**src/rtl/mem_access_ctrl_pkg.sv**
```systemverilog
// Shared op codes, FSM states and access-size decode for the MEM-stage access controller.
package mem_access_ctrl_pkg;

   localparam int unsigned WORD_DATA_W = 32;
   localparam int unsigned WORD_ADDR_W = 30;

   typedef enum logic [3:0] {
      MEM_OP_NOP = 4'd0,
      MEM_OP_LB  = 4'd1,
      MEM_OP_LH  = 4'd2,
      MEM_OP_LW  = 4'd3,
      MEM_OP_LBU = 4'd4,
      MEM_OP_LHU = 4'd5,
      MEM_OP_SB  = 4'd6,
      MEM_OP_SH  = 4'd7,
      MEM_OP_SW  = 4'd8
   } mem_op_e;

   typedef enum logic [1:0] {
      ST_IDLE   = 2'd0,
      ST_ACCESS = 2'd1,
      ST_DONE   = 2'd2
   } state_e;

   typedef enum logic [1:0] {
      SZ_BYTE = 2'd0,
      SZ_HALF = 2'd1,
      SZ_WORD = 2'd2,
      SZ_NONE = 2'd3
   } acc_size_e;

   function automatic acc_size_e op_size(input logic [3:0] op);
      case (op)
         MEM_OP_LB, MEM_OP_LBU, MEM_OP_SB: op_size = SZ_BYTE;
         MEM_OP_LH, MEM_OP_LHU, MEM_OP_SH: op_size = SZ_HALF;
         MEM_OP_LW, MEM_OP_SW:             op_size = SZ_WORD;
         default:                          op_size = SZ_NONE;
      endcase
   endfunction

   function automatic logic op_is_store(input logic [3:0] op);
      op_is_store = (op == MEM_OP_SB) || (op == MEM_OP_SH) || (op == MEM_OP_SW);
   endfunction

endpackage

```
**src/rtl/mem_access_ctrl_if.sv**
```systemverilog
// Pipeline-side and data-bus signals of the MEM-stage controller.
interface mem_access_ctrl_if;
   import mem_access_ctrl_pkg::*;

   logic                   flush;
   logic                   ex_en;
   logic [3:0]             ex_mem_op;
   logic [WORD_DATA_W-1:0] ex_out;
   logic [WORD_DATA_W-1:0] ex_mem_wr_data;
   logic [WORD_DATA_W-1:0] out;
   logic                   miss_align;
   logic                   mem_busy;
   logic                   bus_req;
   logic                   bus_we;
   logic [WORD_ADDR_W-1:0] bus_addr;
   logic [3:0]             bus_be;
   logic [WORD_DATA_W-1:0] bus_wr_data;
   logic [WORD_DATA_W-1:0] bus_rd_data;
   logic                   bus_ack;

   modport master (
      input  flush, ex_en, ex_mem_op, ex_out, ex_mem_wr_data, bus_rd_data, bus_ack,
      output out, miss_align, mem_busy, bus_req, bus_we, bus_addr, bus_be, bus_wr_data
   );

   modport slave (
      output flush, ex_en, ex_mem_op, ex_out, ex_mem_wr_data, bus_rd_data, bus_ack,
      input  out, miss_align, mem_busy, bus_req, bus_we, bus_addr, bus_be, bus_wr_data
   );

endinterface

```
**src/rtl/mem_access_ctrl_align.sv**
```systemverilog
// mem_align: lane steering, byte enables, misalignment check and load extension (pure combinational).
module mem_align
   import mem_access_ctrl_pkg::*;
(
   input  logic [3:0]  i_op,
   input  logic [1:0]  i_addr_lo,
   input  logic [31:0] i_wr_data,
   input  logic [3:0]  i_ld_op,
   input  logic [1:0]  i_ld_lane,
   input  logic [31:0] i_rd_data,
   output logic        o_is_mem,
   output logic        o_misaligned,
   output logic        o_we,
   output logic [3:0]  o_be,
   output logic [31:0] o_wr_data,
   output logic [31:0] o_rd_fmt
);

   acc_size_e   w_size;
   logic [7:0]  w_byte;
   logic [15:0] w_half;

   always_comb begin
      w_size       = op_size(i_op);
      o_is_mem     = (w_size != SZ_NONE);
      o_we         = op_is_store(i_op);
      o_misaligned = 1'b0;
      o_be         = '0;
      o_wr_data    = i_wr_data;
      case (w_size)
         SZ_BYTE: begin
            o_be      = 4'b0001 << i_addr_lo;
            o_wr_data = {4{i_wr_data[7:0]}};
         end
         SZ_HALF: begin
            o_misaligned = i_addr_lo[0];
            o_be         = i_addr_lo[1] ? 4'b1100 : 4'b0011;
            o_wr_data    = {2{i_wr_data[15:0]}};
         end
         SZ_WORD: begin
            o_misaligned = |i_addr_lo;
            o_be         = '1;
         end
         default: ;
      endcase
   end

   // Read formatting uses the lane/op captured at request time, not the live EX/MEM inputs.
   always_comb begin
      case (i_ld_lane)
         2'd0:    w_byte = i_rd_data[7:0];
         2'd1:    w_byte = i_rd_data[15:8];
         2'd2:    w_byte = i_rd_data[23:16];
         default: w_byte = i_rd_data[31:24];
      endcase
      w_half = i_ld_lane[1] ? i_rd_data[31:16] : i_rd_data[15:0];
      case (i_ld_op)
         MEM_OP_LB:  o_rd_fmt = {{24{w_byte[7]}}, w_byte};
         MEM_OP_LBU: o_rd_fmt = {24'd0, w_byte};
         MEM_OP_LH:  o_rd_fmt = {{16{w_half[15]}}, w_half};
         MEM_OP_LHU: o_rd_fmt = {16'd0, w_half};
         MEM_OP_LW:  o_rd_fmt = i_rd_data;
         default:    o_rd_fmt = '0;
      endcase
   end

endmodule

```
**src/rtl/mem_access_ctrl.sv**
```systemverilog
// MEM-stage data-memory access controller: alignment check plus a stalling req/ack bus transaction.
module mem_access_ctrl
   import mem_access_ctrl_pkg::*;
(
   input logic             clk,
   input logic             reset,
   mem_access_ctrl_if.master mif
);

   state_e                 r_state;
   state_e                 w_state_nxt;
   logic                   r_bus_req;
   logic                   r_bus_we;
   logic [WORD_ADDR_W-1:0] r_bus_addr;
   logic [3:0]             r_bus_be;
   logic [WORD_DATA_W-1:0] r_bus_wr_data;
   logic [WORD_DATA_W-1:0] r_rdata;
   logic                   r_kill;
   logic [3:0]             r_ld_op;
   logic [1:0]             r_ld_lane;

   logic                   w_is_mem;
   logic                   w_misaligned;
   logic                   w_we;
   logic [3:0]             w_be;
   logic [WORD_DATA_W-1:0] w_wr_data;
   logic [WORD_DATA_W-1:0] w_rd_fmt;
   logic                   w_mem_op;
   logic                   w_start;
   logic                   w_busy;
   logic [WORD_DATA_W-1:0] w_out;

   mem_align u_align (
      .i_op         (mif.ex_mem_op),
      .i_addr_lo    (mif.ex_out[1:0]),
      .i_wr_data    (mif.ex_mem_wr_data),
      .i_ld_op      (r_ld_op),
      .i_ld_lane    (r_ld_lane),
      .i_rd_data    (mif.bus_rd_data),
      .o_is_mem     (w_is_mem),
      .o_misaligned (w_misaligned),
      .o_we         (w_we),
      .o_be         (w_be),
      .o_wr_data    (w_wr_data),
      .o_rd_fmt     (w_rd_fmt)
   );

   assign w_mem_op = mif.ex_en & w_is_mem;
   assign w_start  = (r_state == ST_IDLE) & w_mem_op & ~w_misaligned & ~mif.flush;

   always_comb begin
      w_state_nxt = r_state;
      w_busy      = 1'b0;
      w_out       = '0;
      case (r_state)
         ST_IDLE: begin
            w_out = w_mem_op ? '0 : mif.ex_out;
            if (w_start) begin
               w_busy      = 1'b1;
               w_state_nxt = ST_ACCESS;
            end
         end
         ST_ACCESS: begin
            w_busy = 1'b1;
            // A flush arriving with the ack kills the result just like an earlier one.
            if (mif.bus_ack)
               w_state_nxt = (r_kill | mif.flush) ? ST_IDLE : ST_DONE;
         end
         ST_DONE: begin
            w_out       = r_rdata;
            w_state_nxt = ST_IDLE;
         end
         default: w_state_nxt = ST_IDLE;
      endcase
   end

   always_ff @(posedge clk) begin
      if (reset) begin
         r_state       <= ST_IDLE;
         r_bus_req     <= 1'b0;
         r_bus_we      <= 1'b0;
         r_bus_addr    <= '0;
         r_bus_be      <= '0;
         r_bus_wr_data <= '0;
         r_rdata       <= '0;
         r_kill        <= 1'b0;
         r_ld_op       <= MEM_OP_NOP;
         r_ld_lane     <= '0;
      end else begin
         r_state <= w_state_nxt;
         if (w_start) begin
            r_bus_req     <= 1'b1;
            r_bus_we      <= w_we;
            r_bus_addr    <= mif.ex_out[31:2];
            r_bus_be      <= w_be;
            r_bus_wr_data <= w_wr_data;
            r_ld_op       <= w_we ? MEM_OP_NOP : mif.ex_mem_op;
            r_ld_lane     <= mif.ex_out[1:0];
            r_kill        <= 1'b0;
         end
         if (r_state == ST_ACCESS) begin
            if (mif.flush)
               r_kill <= 1'b1;
            if (mif.bus_ack) begin
               r_bus_req <= 1'b0;
               r_rdata   <= w_rd_fmt;
               r_kill    <= 1'b0;
            end
         end
      end
   end

   assign mif.out         = w_out;
   assign mif.miss_align  = w_mem_op & w_misaligned;
   assign mif.mem_busy    = w_busy;
   assign mif.bus_req     = r_bus_req;
   assign mif.bus_we      = r_bus_we;
   assign mif.bus_addr    = r_bus_addr;
   assign mif.bus_be      = r_bus_be;
   assign mif.bus_wr_data = r_bus_wr_data;

endmodule

```
**src/flat_wrapper.sv**
```systemverilog
// flat-port wrapper written by rule: the top's interface ports become plain ports
module mem_access_ctrl_flat import mem_access_ctrl_pkg::*;
  (clk, reset, mif_flush, mif_ex_en, mif_ex_mem_op, mif_ex_out, mif_ex_mem_wr_data, mif_bus_rd_data, mif_bus_ack, mif_out, mif_miss_align, mif_mem_busy, mif_bus_req, mif_bus_we, mif_bus_addr, mif_bus_be, mif_bus_wr_data);
  mem_access_ctrl_if mif_i ();
  input logic clk;
  input logic reset;
  input wire logic [$bits(mif_i.flush)-1:0] mif_flush;
  input wire logic [$bits(mif_i.ex_en)-1:0] mif_ex_en;
  input wire logic [$bits(mif_i.ex_mem_op)-1:0] mif_ex_mem_op;
  input wire logic [$bits(mif_i.ex_out)-1:0] mif_ex_out;
  input wire logic [$bits(mif_i.ex_mem_wr_data)-1:0] mif_ex_mem_wr_data;
  input wire logic [$bits(mif_i.bus_rd_data)-1:0] mif_bus_rd_data;
  input wire logic [$bits(mif_i.bus_ack)-1:0] mif_bus_ack;
  output wire logic [$bits(mif_i.out)-1:0] mif_out;
  output wire logic [$bits(mif_i.miss_align)-1:0] mif_miss_align;
  output wire logic [$bits(mif_i.mem_busy)-1:0] mif_mem_busy;
  output wire logic [$bits(mif_i.bus_req)-1:0] mif_bus_req;
  output wire logic [$bits(mif_i.bus_we)-1:0] mif_bus_we;
  output wire logic [$bits(mif_i.bus_addr)-1:0] mif_bus_addr;
  output wire logic [$bits(mif_i.bus_be)-1:0] mif_bus_be;
  output wire logic [$bits(mif_i.bus_wr_data)-1:0] mif_bus_wr_data;
  assign mif_i.flush = mif_flush;
  assign mif_i.ex_en = mif_ex_en;
  assign mif_i.ex_mem_op = mif_ex_mem_op;
  assign mif_i.ex_out = mif_ex_out;
  assign mif_i.ex_mem_wr_data = mif_ex_mem_wr_data;
  assign mif_i.bus_rd_data = mif_bus_rd_data;
  assign mif_i.bus_ack = mif_bus_ack;
  assign mif_out = mif_i.out;
  assign mif_miss_align = mif_i.miss_align;
  assign mif_mem_busy = mif_i.mem_busy;
  assign mif_bus_req = mif_i.bus_req;
  assign mif_bus_we = mif_i.bus_we;
  assign mif_bus_addr = mif_i.bus_addr;
  assign mif_bus_be = mif_i.bus_be;
  assign mif_bus_wr_data = mif_i.bus_wr_data;
  mem_access_ctrl u_core (.clk(clk), .reset(reset), .mif(mif_i));
endmodule
```
**config.mk**
```make
export PLATFORM = sky130hd
export DESIGN_NAME = mem_access_ctrl_flat
export DESIGN_NICKNAME = d
export VERILOG_FILES = /design/src/rtl/mem_access_ctrl_pkg.sv /design/src/rtl/mem_access_ctrl_if.sv /design/src/rtl/mem_access_ctrl_align.sv /design/src/rtl/mem_access_ctrl.sv /design/src/flat_wrapper.sv
export SDC_FILE = /design/constraint.sdc
export NUM_CORES = 1
export LEC_CHECK = 0
export BUFFER_PORTS_ARGS = -buffer_cell sky130_fd_sc_hd__buf_2
export CORE_MARGIN = 3
export CORE_UTILIZATION = 32
export CTS_CLUSTER_DIAMETER = 200
export DETAILED_ROUTE_END_ITERATION = 10
export SLEW_MARGIN = 40
export SYNTH_ARGS = -nofsm -noshare
export SYNTH_HDL_FRONTEND = slang
export SYNTH_SLANG_ARGS = --single-unit
```
**constraint.sdc**
```tcl
create_clock -name clk -period 3.2 [get_ports clk]
set_clock_uncertainty 0.05 [all_clocks]
set_input_delay 0.16 -clock clk [delete_from_list [all_inputs] [get_ports clk]]
set_output_delay 0.16 -clock clk [all_outputs]
set_load 0.02 [all_outputs]
```
# Word level (Yosys, flattened, before mapping)
# Memories as Yosys holds them, arrays and structs flattened.
# Index checks and enable logic that the tools add are counted.
# totals
ff_bits	109
latch_bits	0
ram_bits	0
romBits	32
in_bits	105
output_inout_bits	102
wordCells	68
n_memories	1
# memory_table
name	words	width	read_ports	rd_clocked_by_memory_dff	write_ports	line	rtl
(no name shown)	16	2	1	0	0	mem_access_ctrl_pkg.sv:33	case (op)
# classes
n_addsub	0
multipliers	0
n_div	0
order_cmp	0
eq_ne	17
shift	1
n_mux	23
n_bitwise	8
n_reduce_logical	8
# ops
cell	n
32-bit case mux with 5 select lines	1
32-bit case mux with 2 select lines	2
32-bit 2-to-1 mux	1
8-bit case mux with 3 select lines	1
4-bit by 3-bit == test with 1-bit output (second input constant)	4
16-bit 2-to-1 mux	1
4-bit case mux with 3 select lines	1
4-bit by 2-bit == test with 1-bit output (second input constant)	2
1-bit 2-to-1 mux	8
4-bit 2-to-1 mux	2
2-bit by 1-bit == test with 1-bit output (second input constant)	3
2-bit == test (second input constant)	3
2-bit logical NOT	3
2-bit 2-to-1 mux	3
1-bit bitwise AND	5
4-bit by 1-bit == test with 1-bit output (second input constant)	1
4-bit == test (second input constant)	1
2-bit inequality test (second input constant)	2
1-bit case mux with 2 select lines	2
2-bit case mux with 2 select lines	1
2-bit AND reduction	2
1-bit by 2-bit << shifter with 4-bit output (first input constant)	1
1-bit logical OR	2
2-bit by 1-bit inequality test with 1-bit output (second input constant)	1
3 further kinds	4

# Longest topological paths before layout
# Gate-level depths: netlist of the first run.
# An unclocked memory read counts as a cell.
# logic_depth
ltp_word	10
mapped_depth	13
depth_no_buf	11

# By module
# From an unflattened synthesis of the first run, not the netlist that was laid out.
# hier_totals
cells_unflattened	732
hier_area_um2	5781.8
# modules_own_cells
module	instances	cells_per_inst	area_each_um2	seq_area_each_um2
mem_access_ctrl	1	536	4411.7	2182.1
mem_align	1	196	1370.1	0.0

# Worst setup path before layout of the first run
# Ideal clock, no wire load.
# synth_timing
path_kind	input port to output port
startpoint	input mif_ex_mem_op[0]
endpoint	output mif_mem_busy
t_arrival_ns	2.285
required_time_ns	2.990
path_slack_ns	0.705
stages	11
path_buffers	2
path_cell_list	inv_1 > ha_1 > nor2_1 > or2_2 > ha_1 > o21ai_1 > a21o_1 > clkbuf_1 > buf_1 > a21oi_1 > nor2_1
# synth_between
elab_chain_cells	8
elab_cells_between_ends	12
classes_between	eq/ne (3); mux (3); bitwise (5); memory (1)
# synth_lines
item	line	rtl
from (decl)	flat_wrapper.sv:9	input wire logic [$bits(mif_i.ex_mem_op)-1:0] mif_ex_mem_op;
memory read 16 x 2 bit *	--	
2-bit == test, or another cell as far along	mem_access_ctrl_align.sv:30	case (w_size)
1-bit case mux with 2 select lines / 1-bit bitwise AND (equally long branches)	mem_access_ctrl_align.sv:30, mem_access_ctrl.sv:48	
1-bit NOT / 1-bit bitwise AND (equally long branches)	mem_access_ctrl.sv:49	assign w_start = (r_state == ST_IDLE) & w_mem_op & ~w_misaligned & ~mif.flush;
1-bit bitwise AND * (2 in series)	mem_access_ctrl.sv:49	
1-bit 2-to-1 mux *	mem_access_ctrl.sv:58	if (w_start) begin
1-bit case mux with 2 select lines *	mem_access_ctrl.sv:55	case (r_state)
to (decl)	flat_wrapper.sv:16	output wire logic [$bits(mif_i.mem_busy)-1:0] mif_mem_busy;
# Mark *: on every way between the ends. The rest lies on a longest branch, timed or not.

# Final worst setup path of the first run
# layout_timing
startpoint	input mif_ex_mem_op[0]
endpoint	output mif_out[4]
# layout_between
elab_chain_cells	5
# layout_lines
item	line	rtl
memory read 16 x 2 bit	--	
2-bit inequality test	mem_access_ctrl_align.sv:25	o_is_mem = (w_size != SZ_NONE);
1-bit bitwise AND	mem_access_ctrl.sv:48	assign w_mem_op = mif.ex_en & w_is_mem;
32-bit 2-to-1 mux	mem_access_ctrl.sv:57	w_out = w_mem_op ? '0 : mif.ex_out;
32-bit case mux with 2 select lines	mem_access_ctrl.sv:55	
to (decl)	flat_wrapper.sv:14	output wire logic [$bits(mif_i.out)-1:0] mif_out;
# No other way between the ends.

==> run metrics, run 1 <==
height of the chip=136.2 um; switching power total=0.001052 W; number of iterations in the first detailed-routing pass=5; most used routing layer=met2; chain of cells forming the critical path=buf_2 -> inv_1 -> ha_1 -> nor2_1 -> nor2_1 -> a21oi_1 -> o21ai_0 -> ha_1 -> nand2b_1 -> nor3b_2 -> buf_4 -> a22o_1 -> buf_2; port bufs=206; RSZ-0062 raised after global routing=no; #FFs+latches synth=109; proportion of synthesized chip area in sequential cells=0.4024; std cell rows=46; kind of start point of the critical path=primary input; final max-slew violation count=0; worst-case setup slack after placement=0.2328 ns; Crit path required time=2.99 ns; Gate power share=0.226; async set or reset register ratio after synthesis=0; fraction of synthesized cell area taken by the top area cell type=0.4024; drt drc=0; most instantiated cells after synthesis=sky130_fd_sc_hd__dfxtp_1, sky130_fd_sc_hd__a21oi_1, sky130_fd_sc_hd__o21ai_0, sky130_fd_sc_hd__clkbuf_1, sky130_fd_sc_hd__nand3_1; area of the mapped netlist=5423 um^2; effective utilization at floorplan=0.3341; Peak Freq=371.6 MHz; highest fanout seen on the critical path=32; Total Negative Setup Slacks=0 ns; Final Worst Setup Slack=0.5087 ns; actual transition at the worst max-transition pin=0.6754 ns; Reg power frac=0.431; clock latency on the worst-skew pair=0.35 ns; cell type contributing the most total cell area after synthesis=sky130_fd_sc_hd__dfxtp_1; number of global-route vias before repair=5369; GR Layer Usage met3=0.05662; Worst-path clk slew=0.07 ns; H-tree depth=3; maximum number of pins on one net before global-route repair=85; Die Wd=136.2 um; Hold Fails Final Rpt=0; cells after synthesis=632; DRT antenna net count=0; maximum count of clock buffers along a single path=2; count of routing violations after the opening detailed-route iteration=467; I/O pin total=207; Final GP Congestion=0.8339; worst rel slew slack=0.5497; post-synthesis area per instance=8.580 um^2; antenna cell count=0; final layout net count=920; Leak=2.958 nW; global-route total usage across every layer=0.2148; clock share of power=0.343; die area=18540 um^2; Sink Count=109; final worst-path cycle share=0.8410; HPWL Detailed=15180 um; fraction of final layout cells sized beyond drive strength 1=0.3337; via count=5795; utilization after layout=0.4322; post-CTS setup buffer count=0; final count of negative-setup-slack endpoints=0; post-route minimum period=2.691 ns; met1 capacity usage during global routing=0.2815; first-pass GRT wire length=30990 um; internal portion of total power=0.002322 W; CP Class=primary input to primary output; power after layout=0.003374 W; total number of yosys warnings=0; worst path arrival time=2.48 ns; total core area=16230 um^2; Net Count, Synth=745; Switching Fraction=0.3119; outcome=complete, no violations; most numerous cell in the Yosys netlist=sky130_fd_sc_hd__dfxtp_1; largest stage delay on the critical path=0.36 ns; CTS tree=yes; total power per unit cell area=481.0 nW/um^2; total congestion overflow=0; antenna violations before repair=1; number of distinct standard cells referenced by the synthesized netlist=61; CP endpoint kind=primary output; slowest cell on the critical path=sky130_fd_sc_hd__buf_4; GR met2 Demand/Resource=0.3354; EDFF count, synth=0; synth-to-layout area growth=29.35%; routed via count divided by cell count=5.637; Max IR drop VDD=0.2990 mV; TritonCTS buffer count=9; min-delay worst type=primary input to flop; most used flip-flop cell after synthesis=sky130_fd_sc_hd__dfxtp_1; max_cap viols=0; drt wl/cell=20.16 um; dominant cells by area after synthesis=sky130_fd_sc_hd__dfxtp_1, sky130_fd_sc_hd__a21oi_1, sky130_fd_sc_hd__a22o_1, sky130_fd_sc_hd__o21ai_0, sky130_fd_sc_hd__nand3_1; total wirelength of the detailed-routed design=20720 um; root buffer cell=sky130_fd_sc_hd__clkbuf_16
[flip-flops by register name (all words and copies together) (netlist names), 2 cells and up]
name / cells
u_core.mif.bus_addr: 30
u_core.mif.bus_be: 4
u_core.mif.bus_wr_data: 32
u_core.r_ld_lane: 2
u_core.r_ld_op: 4
u_core.r_rdata: 32
u_core.r_state: 2
[repair_timing]
item,CTS,global route
endpoints found under the hold margin,2,0
resized for setup,0,0
hold buffers,2,0
[metrics by stage]
step / hold WS, ns / cell area, um^2 / cells
after floorplan: 0.1885 / 5423 / 632
after global placement: 0.3556 / 6661 / 1009
after detailed placement: 0.3591 / 6693 / 1010
after CTS: 0.004355 / 7014 / 1028
after global routing: 0.01156 / 7014 / 1028
final: 0.01785 / 7014 / 1028
[power groups by stage]
stage	Combinational, W	Clock, W	Sequential [W]
2_1_floorplan	0.000391	0	0.00153
3_3_place_gp	0.000753	0	0.00149
3_5_place_dp	0.000761	0	0.00149
4_1_cts	0.000765	0.00118	0.00145
5_1_grt	0.000826	0.00124	0.00146
6_report	0.000764	0.00116	0.00145
[placed cells by master (no fill, tap or decap), types with 2 or more instances in the layout]
cell,synthesis,layout
sky130_fd_sc_hd__a211oi_1,24,24
sky130_fd_sc_hd__a21oi_1,91,90
sky130_fd_sc_hd__a221o_1,17,17
sky130_fd_sc_hd__a221oi_1,6,6
sky130_fd_sc_hd__a22o_1,40,40
sky130_fd_sc_hd__a22oi_1,6,6
sky130_fd_sc_hd__a311oi_1,8,8
sky130_fd_sc_hd__a31oi_1,4,4
sky130_fd_sc_hd__and3b_1,2,2
sky130_fd_sc_hd__buf_12,0,3
sky130_fd_sc_hd__buf_2,11,206
sky130_fd_sc_hd__buf_4,4,17
sky130_fd_sc_hd__clkbuf_16,0,9
sky130_fd_sc_hd__clkinvlp_4,0,2
sky130_fd_sc_hd__dfxtp_1,109,109
sky130_fd_sc_hd__dlygate4sd3_1,0,2
sky130_fd_sc_hd__ha_1,8,8
sky130_fd_sc_hd__inv_1,12,12
sky130_fd_sc_hd__mux2_2,9,9
sky130_fd_sc_hd__mux2i_1,2,2
sky130_fd_sc_hd__nand2_1,29,29
sky130_fd_sc_hd__nand2b_1,8,8
sky130_fd_sc_hd__nand3_1,42,42
sky130_fd_sc_hd__nand3b_1,5,5
sky130_fd_sc_hd__nand4_1,2,2
sky130_fd_sc_hd__nor2_1,15,15
sky130_fd_sc_hd__nor2_2,2,2
sky130_fd_sc_hd__nor2b_1,9,8
sky130_fd_sc_hd__nor3_1,3,3
sky130_fd_sc_hd__nor3b_1,4,3
sky130_fd_sc_hd__o2111ai_1,4,4
sky130_fd_sc_hd__o211ai_1,7,7
sky130_fd_sc_hd__o21a_1,3,3
sky130_fd_sc_hd__o21ai_0,65,65
sky130_fd_sc_hd__o21bai_1,2,2
[kinds of logic after synthesis]
kind of cell / count (synthesis) / synth area share
simple gates: 137 / 0.1403
xor+xnor: 1 / 0.001615
compound gates: 287 / 0.3512
buf+inv: 78 / 0.05953
flops: 109 / 0.4024
mux: 12 / 0.02653
fa+ha+maj: 8 / 0.01846
[layout make-up]
class	count	area, um^2
fill	1686	9216
multi-input combinational	445	2950
sequential	109	2182
timing repair buffer	230	1265
tap	216	270.3
clock buffer	11	242.7
clock inverter	5	58.81
inverter	12	45.04
[critical path, delay by kind of cell]
kind | cells | cell delay (ns)
buf+inv | 4 | 0.74
compound gates | 3 | 0.60
simple gates | 4 | 0.57
fa+ha+maj | 2 | 0.40
[final timing paths]
kind,from,cells after the start,end,slack (ns)
worst min register to register,u_core.r_kill$_SDFF_PP0_,1,u_core.r_state[1]$_SDFFE_PP0P_,0.37
worst max-delay path,mif_ex_mem_op[0],13,mif_out[4],0.51
worst max register to register,u_core.r_state[0]$_SDFFE_PP0P_,5,u_core.r_rdata[14]$_SDFFE_PP0P_,1.07
worst min-delay path,mif_ex_mem_wr_data[23],3,u_core.mif.bus_wr_data[23]$_SDFFE_PP0P_,0.02
[metal layers]
layer | part of all wire | wire, um | vias up
li1 | - | - | 2742
met1 | 0.43 | 8853 | 2745
met2 | 0.44 | 9112 | 272
met3 | 0.097 | 2016 | 34
met4 | 0.035 | 724 | 2
met5 | 0.00063 | 13 | -
(Power assumes the default switching activity.)
==> inputs of run 2 (changes only) <==
clock period = 2.7 ns   (was 3.2 ns; I/O delays follow)
==> run metrics, run 2 (synthesis results as in run 1) <==
outcome=complete, no violations; worst path bufs/invs=6 (+2); Hold Fails Final Rpt=0 (unchanged); highest fanout seen on the critical path=12 (-63%); post-route minimum period=2.481 ns; max_cap viols=0 (unchanged); RSZ-0062 raised after global routing=no; drt drc=0 (unchanged); chain of cells forming the critical path=buf_2 -> inv_1 -> ha_1 -> inv_1 -> o21ai_0 -> buf_4 -> o21a_1 -> ha_2 -> o21ai_1 -> a21o_4 -> buf_4 -> nor2_1 -> buf_2; top cell family by delay on the critical path=compound AO/OA/AOI/OAI gates; final count of negative-setup-slack endpoints=0 (unchanged); post-CTS setup buffer count=0 (unchanged); Die Wd=136.2 um (unchanged); highest-count cells in the layout ignoring fill and taps=sky130_fd_sc_hd__buf_2, sky130_fd_sc_hd__dfxtp_1, sky130_fd_sc_hd__a21oi_1; total congestion overflow=0 (unchanged); final max-slew violation count=0 (unchanged); maximum count of clock buffers along a single path=2 (unchanged); slowest cell on the critical path=sky130_fd_sc_hd__a21o_4; Sink Count=109 (unchanged); largest stage delay on the critical path=0.30 ns (-0.06 ns); total wirelength of the detailed-routed design=20740 um (about the same); routed via count divided by cell count=5.618 (-0.34%); synth-to-layout area growth=33.06%; die area=18540 um^2 (unchanged); first-pass GRT wire length=30990 um (about the same); most common cell after layout, fill and taps aside=sky130_fd_sc_hd__buf_2; worst rel slew slack=0.5187 (-0.03104); final layout net count=935 (+1.6%); fill cell count=1651 (-2.1%); clock latency on the worst-skew pair=0.34 ns (about the same); count of routing violations after the opening detailed-route iteration=421 (-9.9%); CP endpoint kind=primary output; fraction of final layout cells sized beyond drive strength 1=0.3269 (-0.006867); Leak=3.041 nW (+2.8%); HPWL Detailed=15090 um (-0.56%); kind of start point of the critical path=primary input; global-route total usage across every layer=0.2150 (about the same); actual transition at the worst max-transition pin=0.7212 ns (+0.04579 ns); std cell rows=46 (unchanged); root buffer cell=sky130_fd_sc_hd__clkbuf_16; H-tree depth=3 (unchanged); antenna cell count=0 (unchanged); Final GP Congestion=0.8467 (+1.5%); number of global-route vias before repair=5462 (+1.7%); final hold slack=0.01215 ns (-0.005706 ns); I/O pin total=207 (unchanged); final worst-path cycle share=0.9190; via count=5854 (+1.0%); Max IR drop VDD=0.3589 mV (+20%); CP Class=primary input to primary output; Worst-path clk slew=0.07 ns (about the same); total power per unit cell area=563.8 nW/um^2 (+17%); Total Negative Setup Slacks=0 ns (unchanged); min-delay worst type=primary input to flop; DRT antenna net count=0 (unchanged); Crit path required time=2.52 ns (-0.47 ns); port bufs=206 (unchanged); TritonCTS buffer count=9 (unchanged); effective utilization at floorplan=0.3341 (unchanged); height of the chip=136.2 um (unchanged); total core area=16230 um^2 (unchanged); maximum number of pins on one net before global-route repair=85 (unchanged); CTS tree=yes; drt wl/cell=19.90 um (-1.2%); number of iterations in the first detailed-routing pass=5 (unchanged); worst path arrival time=2.30 ns (-0.18 ns); Peak Freq=403.0 MHz; antenna violations before repair=0 (-1)
==> run 2: changes by cell type in the layout (fill, tap and decap cells not counted), sizes merged <==
cell | before | now
inv | 13 | 12
bufinv | 1 | 2
clkinv | 1 | 2
dlygate4sd3 | 2 | 17
clkinvlp | 2 | 0
==> run 2: final timing paths <==
path                                                        to                           start  depth (start not counted)  slack [ns]
worst min-delay path            u_core.r_rdata[8]$_SDFFE_PP0P_             mif_bus_rd_data[24]                          3        0.01
worst max-delay path                            mif_miss_align                mif_ex_mem_op[0]                         13        0.22
worst min register to register  u_core.r_state[1]$_SDFFE_PP0P_        u_core.r_kill$_SDFF_PP0_                          1        0.37
worst max register to register        u_core.r_kill$_SDFF_PP0_  u_core.r_state[1]$_SDFFE_PP0P_                          5        0.61
==> run 2: layout make-up <==
class / instances / area (um^2) / share of cell area
Timing Repair Buffer: 245 / 1458 / 0.2020
Tap cell: 216 / 270.3 / 0.03745
Clock buffer: 11 / 232.7 / 0.03225
Multi-Input combinational cell: 445 / 2954 / 0.4094
Sequential cell: 109 / 2182 / 0.3024
Clock inverter: 4 / 73.82 / 0.01023
Inverter: 12 / 45.04 / 0.006242
==> run 2: report_power, final <==
group / internal [W] / total [W] / switching, W
Clock: 0.000810 / 0.00141 / 0.000596
Combinational: 0.000355 / 0.000938 / 0.000583
Sequential: 0.00168 / 0.00172 / 0.0000476
Total: 0.00284 / 0.00407 / 0.00123
==> run 2: worst register-to-register path, delay by kind of cell (launching register included) <==
kind	cells	cell delay, ns
and+or+nand+nor	3	1.01
AOI/OAI and AO/OA	1	0.13
DFF	1	0.51
buffers and inverters	1	0.34
==> run 2: per-layer routing <==
metal,track usage,vias up,part of all wire
met4,0.09742,0,0.041
met1,0.2889,2759,0.44
met2,0.3297,294,0.43
li1,-,2764,-
met5,0,-,0
met3,0.04737,37,0.088
==> run 2: what timing repair did <==
| item | in CTS | in global routing |
|---|---|---|
| gates resized for setup | 0 | 3 |
| endpoints found under the setup margin | 0 | 15 |
| hold buffers | 17 | 0 |
| hold endpoints to repair | 17 | 0 |
==> run 2: stage by stage <==
stage / cell area, um^2 / std cells / worst slack, ns / utilization / power [W]
after floorplan: 5423 / 632 / 0.2546 / - / 0.002282
after global placement: 6719 / 1010 / 0.1375 / 0.4140 / 0.002672
after detailed placement: 6730 / 1010 / 0.02945 / 0.4147 / 0.002674
after CTS: 7207 / 1042 / 0.1242 / 0.4440 / 0.004110
after global routing: 7216 / 1042 / 0.003542 / 0.4446 / 0.004243
final: 7216 / 1042 / 0.2187 / 0.4446 / 0.004068
